File: config.mk
export PLATFORM = sky130hd
export DESIGN_NAME = interrupt_control_mc
export DESIGN_NICKNAME = d
export VERILOG_FILES = /design/src/rtl/interrupt_control_mc.sv
export SDC_FILE = /design/constraint.sdc
export NUM_CORES = 1
export LEC_CHECK = 0
export BUFFER_PORTS_ARGS = -buffer_cell sky130_fd_sc_hd__buf_4
export CELL_PAD_IN_SITES_DETAIL_PLACEMENT = 1
export CELL_PAD_IN_SITES_GLOBAL_PLACEMENT = 2
export CORE_MARGIN = 3
export CORE_UTILIZATION = 34
export CTS_CLUSTER_SIZE = 8
export DETAILED_ROUTE_END_ITERATION = 10
export PLACE_DENSITY = 0.86
export SLEW_MARGIN = 5
export SYNTH_ARGS = -nofsm -noshare
export SYNTH_HDL_FRONTEND = slang
export SYNTH_SLANG_ARGS = --single-unit
export TNS_END_PERCENT = 100
File: constraint.sdc
create_clock -name clk -period 3.4 [get_ports clk]
set_input_delay 0.51 -clock clk [delete_from_list [all_inputs] [get_ports clk]]
set_output_delay 0.51 -clock clk [all_outputs]
set_load 0.05 [all_outputs]
File: src/rtl/interrupt_control_mc.sv
// Multi-channel interrupt controller: per-channel edge counting, pending/in-service FSM,
// sticky overflow, and a fixed-priority (lowest index first) summary for the dispatcher.
module interrupt_control_mc #(
   parameter int NUM_CH = 3,
   parameter int DEPTH  = 32,
   parameter int CNT_W  = $clog2(DEPTH + 1),
   parameter int ID_W   = (NUM_CH > 1) ? $clog2(NUM_CH) : 1
) (
   input  logic                      clk,
   input  logic                      rst_n,
   input  logic [NUM_CH-1:0]         interrupt_request,
   input  logic [NUM_CH-1:0]         interrupt_enable,
   input  logic [NUM_CH-1:0]         interrupt_handling,
   input  logic [NUM_CH-1:0]         RETI,
   input  logic [NUM_CH-1:0]         ovf_clear,
   output logic [NUM_CH-1:0]         interrupt_flag,
   output logic [NUM_CH-1:0]         in_service,
   output logic [NUM_CH*CNT_W-1:0]   pending_cnt,
   output logic [NUM_CH-1:0]         overflow,
   output logic                      irq_any,
   output logic [ID_W-1:0]           irq_id
);

   typedef enum logic [1:0] {
      ST_IDLE = 2'd0,
      ST_PEND = 2'd1,
      ST_SERV = 2'd2
   } ch_state_t;

   logic [NUM_CH-1:0] req_prev_reg;
   logic [NUM_CH-1:0] req_edge;

   // Tracks the raw request regardless of enable, so enabling onto a high level is not an edge.
   always_ff @(posedge clk or negedge rst_n) begin
      if (!rst_n) begin
         req_prev_reg <= '0;
      end else begin
         req_prev_reg <= interrupt_request;
      end
   end

   assign req_edge = interrupt_request & ~req_prev_reg;

   generate
      for (genvar gi = 0; gi < NUM_CH; gi++) begin : g_ch
         ch_state_t        state_reg, state_next;
         logic [CNT_W-1:0] cnt_reg, cnt_next;
         logic             ovf_reg, ovf_next;
         logic             inc, dec, at_depth;

         assign inc      = req_edge[gi] & interrupt_enable[gi];
         assign dec      = RETI[gi] & (state_reg == ST_SERV) & interrupt_enable[gi];
         assign at_depth = (cnt_reg == CNT_W'(DEPTH));

         always_ff @(posedge clk or negedge rst_n) begin
            if (!rst_n) begin
               state_reg <= ST_IDLE;
               cnt_reg   <= '0;
               ovf_reg   <= 1'b0;
            end else begin
               state_reg <= state_next;
               cnt_reg   <= cnt_next;
               ovf_reg   <= ovf_next;
            end
         end

         always_comb begin
            state_next = state_reg;
            cnt_next   = cnt_reg;
            ovf_next   = ovf_reg;
            if (!interrupt_enable[gi]) begin
               state_next = ST_IDLE;
               cnt_next   = '0;
               ovf_next   = 1'b0;
            end else begin
               if (ovf_clear[gi]) begin
                  ovf_next = 1'b0;
               end
               // A fresh overflow is applied after the clear so it wins a same-cycle collision.
               if (inc && !dec) begin
                  if (at_depth) begin
                     ovf_next = 1'b1;
                  end else begin
                     cnt_next = cnt_reg + CNT_W'(1);
                  end
               end else if (dec && !inc) begin
                  cnt_next = cnt_reg - CNT_W'(1);
               end
               case (state_reg)
                  ST_IDLE: if (inc) state_next = ST_PEND;
                  ST_PEND: if (interrupt_handling[gi]) state_next = ST_SERV;
                  ST_SERV: if (dec) state_next = (cnt_next != '0) ? ST_PEND : ST_IDLE;
                  default: state_next = ST_IDLE;
               endcase
            end
         end

         assign interrupt_flag[gi]                = (state_reg == ST_PEND);
         assign in_service[gi]                    = (state_reg == ST_SERV);
         assign pending_cnt[gi*CNT_W +: CNT_W]    = cnt_reg;
         assign overflow[gi]                      = ovf_reg;
      end
   endgenerate

   // Scan from the top down so the lowest pending index is the last one written.
   always_comb begin
      irq_id = '0;
      for (int i = NUM_CH - 1; i >= 0; i--) begin
         if (interrupt_flag[i]) begin
            irq_id = ID_W'(i);
         end
      end
   end

   assign irq_any = |interrupt_flag;

endmodule

==> results.md <==
* Outcome: completed
* Clk slew on worst S/H paths at 0.07 ns
* Largest family of logic cells by synthesized area: simple AND/OR/NAND/NOR gates
* Initial core utilization at 36.1%
* Final Critical Period at 2.39 ns
* Wire length per cell at 15.7 um
* Worst hold slack at 0.148 ns
* Sequential share of the synthesized area at 36.6%
* CTS Hold Bufs at 0
* Final Hold Violating Endpoints at 0
* Clock share of power at 35.6%
* Asr flop ratio synth at 100%
* CP Capture Type: flip-flop
* CTS sink count at 30
* Clk_lat worst skew at 0.29 ns
* Crit-path leading delay family: simple AND/OR/NAND/NOR gates
* DRC viols at 0
* Detailed Routing Iterations Pass 1 at 4
* RSZ-0062 raised after global routing: false
* Seq pwr share at 44.0%
* Total Neg Setup Slack at 0 ns
* Seq cells post-synth at 30
* # port buffers at 46
* Synth Area in XOR/XNOR at 4.70%
* Commonest non-fill, non-tap cell in the layout: buf_4
* Diode count at 0
* Critical path class: flip-flop to flip-flop
* Max stage delay on crit path at 0.48 ns
* Yosys cell types at 54
* Vias at 1917
* Post-CTS Setup Repair Bufs at 0
* Cells after synthesis at 241
* CP Cell Sequence: inv_1 > ha_1 > and4bb_1 > a211oi_1 > o21ai_0 > xnor2_1 > or4_1 > o41a_1
* Area share of fa/ha/maj cells after synthesis at 4.27%
* Internal power at 594 uW
* Initial antenna violation count at 0
* H-tree Lvls at 2
* Largest net degree at the start of global routing at 31
* Core Util, Final at 44.5%
* Max-slew violation count at 0
* Switching power at 275 uW
* Critical path peak fanout at 8
* Mapped Area at 2050 um2
* Die height at 83.7 um
* Worst EP required at 3.57 ns
* Buf/Inv on CP at 1
* Synth Area in Compound Gates at 16.5%
* HP Class: primary input to async pin
* Most frequent cells in the layout: buf_4, dfrtp_1, inv_1, nor2_1
* Worst-case clock buffer depth at 2
* Static leakage at 0.00120 uW
* Least-Margin Pin Slew at 0.490 ns
* Routed wire length at 5630 um
* Yosys warns at 0
* Core Area at 5680 um2
* Global route overflow at 0
* Slowest library cell on the worst path: dfrtp_1
* Post-synth EDFFs at 0
* Simple-gate share of the synthesized area at 30.8%
* Die area at 7000 um2
* Combinational fraction of design power at 20.4%
* Total power at 868 uW
* First-pass GRT wire length at 9460 um
* DP HPWL at 4260 um
* Design Area, Final at 2520 um2
* Post-synthesis mux area share at 0.488%
* Post-DRT Antenna Nets at 0
* # rows at 27
* Mean Syn Cell Area at 8.51 um2
* Sw Ratio at 31.7%
* Max FFs per register at 18
* Final Skew at 0.00439 ns
* Die X at 83.7 um
* Avg Vias per Cell at 5.35
* CTS buffer count at 5
* CTS tree: yes
* Most used flip-flop cell after synthesis: dfrtp_1
* Max IR drop VDD at 148 uV
* Routability congestion estimate at 0.834
* Power per cell area at 344 nW/um2
* Post-CTS Resized at 0
* Share of post-route cells with drive strength above 1 at 21.3%
* Rel. slew slack at 67.3%
* Syn_nets at 265
* Final period utilization at 70.2%
* Placed inst area at 2430 um2
* Final Setup Violations at 0
* I/O Pins at 47
* P&R area growth vs syn at 23.1%
* Vias in the first global route at 1935
* CTS Root Cell: clkbuf_8
* First DRT Iteration DRCs at 61
* F_max at 0.419 GHz
* # nets final at 309
* Worst EP arrival at 2.56 ns
* MaxCap Viol Count at 0
* Gr usage total at 16.6%
* CP Launch Type: flip-flop
-- synth_stat cells, drive strengths merged (2+ instances only) --
cell | instances | area (um2)
xor2 | 4 | 35.0
nor2b | 7 | 43.8
a211oi | 2 | 15.0
nand3b | 5 | 37.5
o211ai | 2 | 15.0
a21oi | 6 | 30.0
nand2 | 15 | 56.3
nand4 | 3 | 18.8
xnor2 | 7 | 61.3
ha | 7 | 87.6
o211a | 2 | 20.0
a2bb2oi | 2 | 17.5
o22ai | 8 | 50.1
a22oi | 3 | 22.5
inv | 22 | 82.6
and2 | 15 | 95.1
nand3 | 15 | 75.1
and3b | 3 | 26.3
a31oi | 6 | 43.8
and3 | 3 | 18.8
nor2 | 20 | 82.6
clkbuf | 5 | 20.0
or4 | 2 | 15.0
nand2b | 4 | 25.0
o21ai | 9 | 45.0
or3 | 2 | 12.5
nor3 | 9 | 45.0
buf | 4 | 33.8
dfrtp | 30 | 751
-- per-stage QoR --
| step | setup slack, ns | cells |
|---|---|---|
| 3_3_place_gp | 0.879 | 350 |
| 4_1_cts | 0.999 | 358 |
| 3_5_place_dp | 0.859 | 350 |
| 2_1_floorplan | 0.829 | 241 |
| 6_report | 1.01 | 358 |
| 5_1_grt | 0.845 | 358 |
-- cell families after synthesis --
kind of cell,count (synthesis)
AO/OA/AOI/OAI,49
XOR/XNOR,11
adder cells (fa/ha/maj),7
buffers and inverters,31
flip-flops,30
multiplexers,1
AND/OR/NAND/NOR,112
-- final cells by class --
class                   count  area, um2
clock buffers               7       86.3
flip-flops and latches     30        751
fillers                   703       3150
multi-input cells         180       1160
inverters                  22       82.6
repair buffers             46        345
well taps                  72       90.1
clock inverters             1       5.00
-- worst paths after layout --
path | cells after the start | end | startpoint | slack (ns)
hold / removal | 1 | g_ch[2].ovf_reg$_DFF_PN0_ | rst_n | 0.15
min in group clk | 1 | req_prev_reg[1]$_DFF_PN0_ | interrupt_request[1] | 0.33
setup reg to reg | 8 | g_ch[0].state_reg[0]$_DFFE_PN0P_ | g_ch[0].cnt_reg[1]$_DFF_PN0_ | 1.01
hold reg to reg | 2 | g_ch[1].ovf_reg$_DFF_PN0_ | g_ch[1].ovf_reg$_DFF_PN0_ | 0.53
setup / recovery | 8 | g_ch[0].state_reg[0]$_DFFE_PN0P_ | g_ch[0].cnt_reg[1]$_DFF_PN0_ | 1.01
max in group asynchronous | 1 | g_ch[0].ovf_reg$_DFF_PN0_ | rst_n | 2.95
-- power groups by stage --
stage | registers, uW | logic [uW] | clock network [uW]
floorplan | 402 | 96.9 | 0
global placement | 388 | 178 | 0
detailed placement | 388 | 179 | 0
CTS | 382 | 180 | 316
global route | 384 | 195 | 341
finish | 382 | 177 | 309
-- layer usage --
metal	up-vias	GRT usage [%]	part of all wire, %
li1	939	-	-
met1	933	22.6	50
met2	40	25.5	44
met3	5	4.84	5.0
met4	0	4.53	0.82
met5	-	0	0
Power figures use the tool's default switching activity.
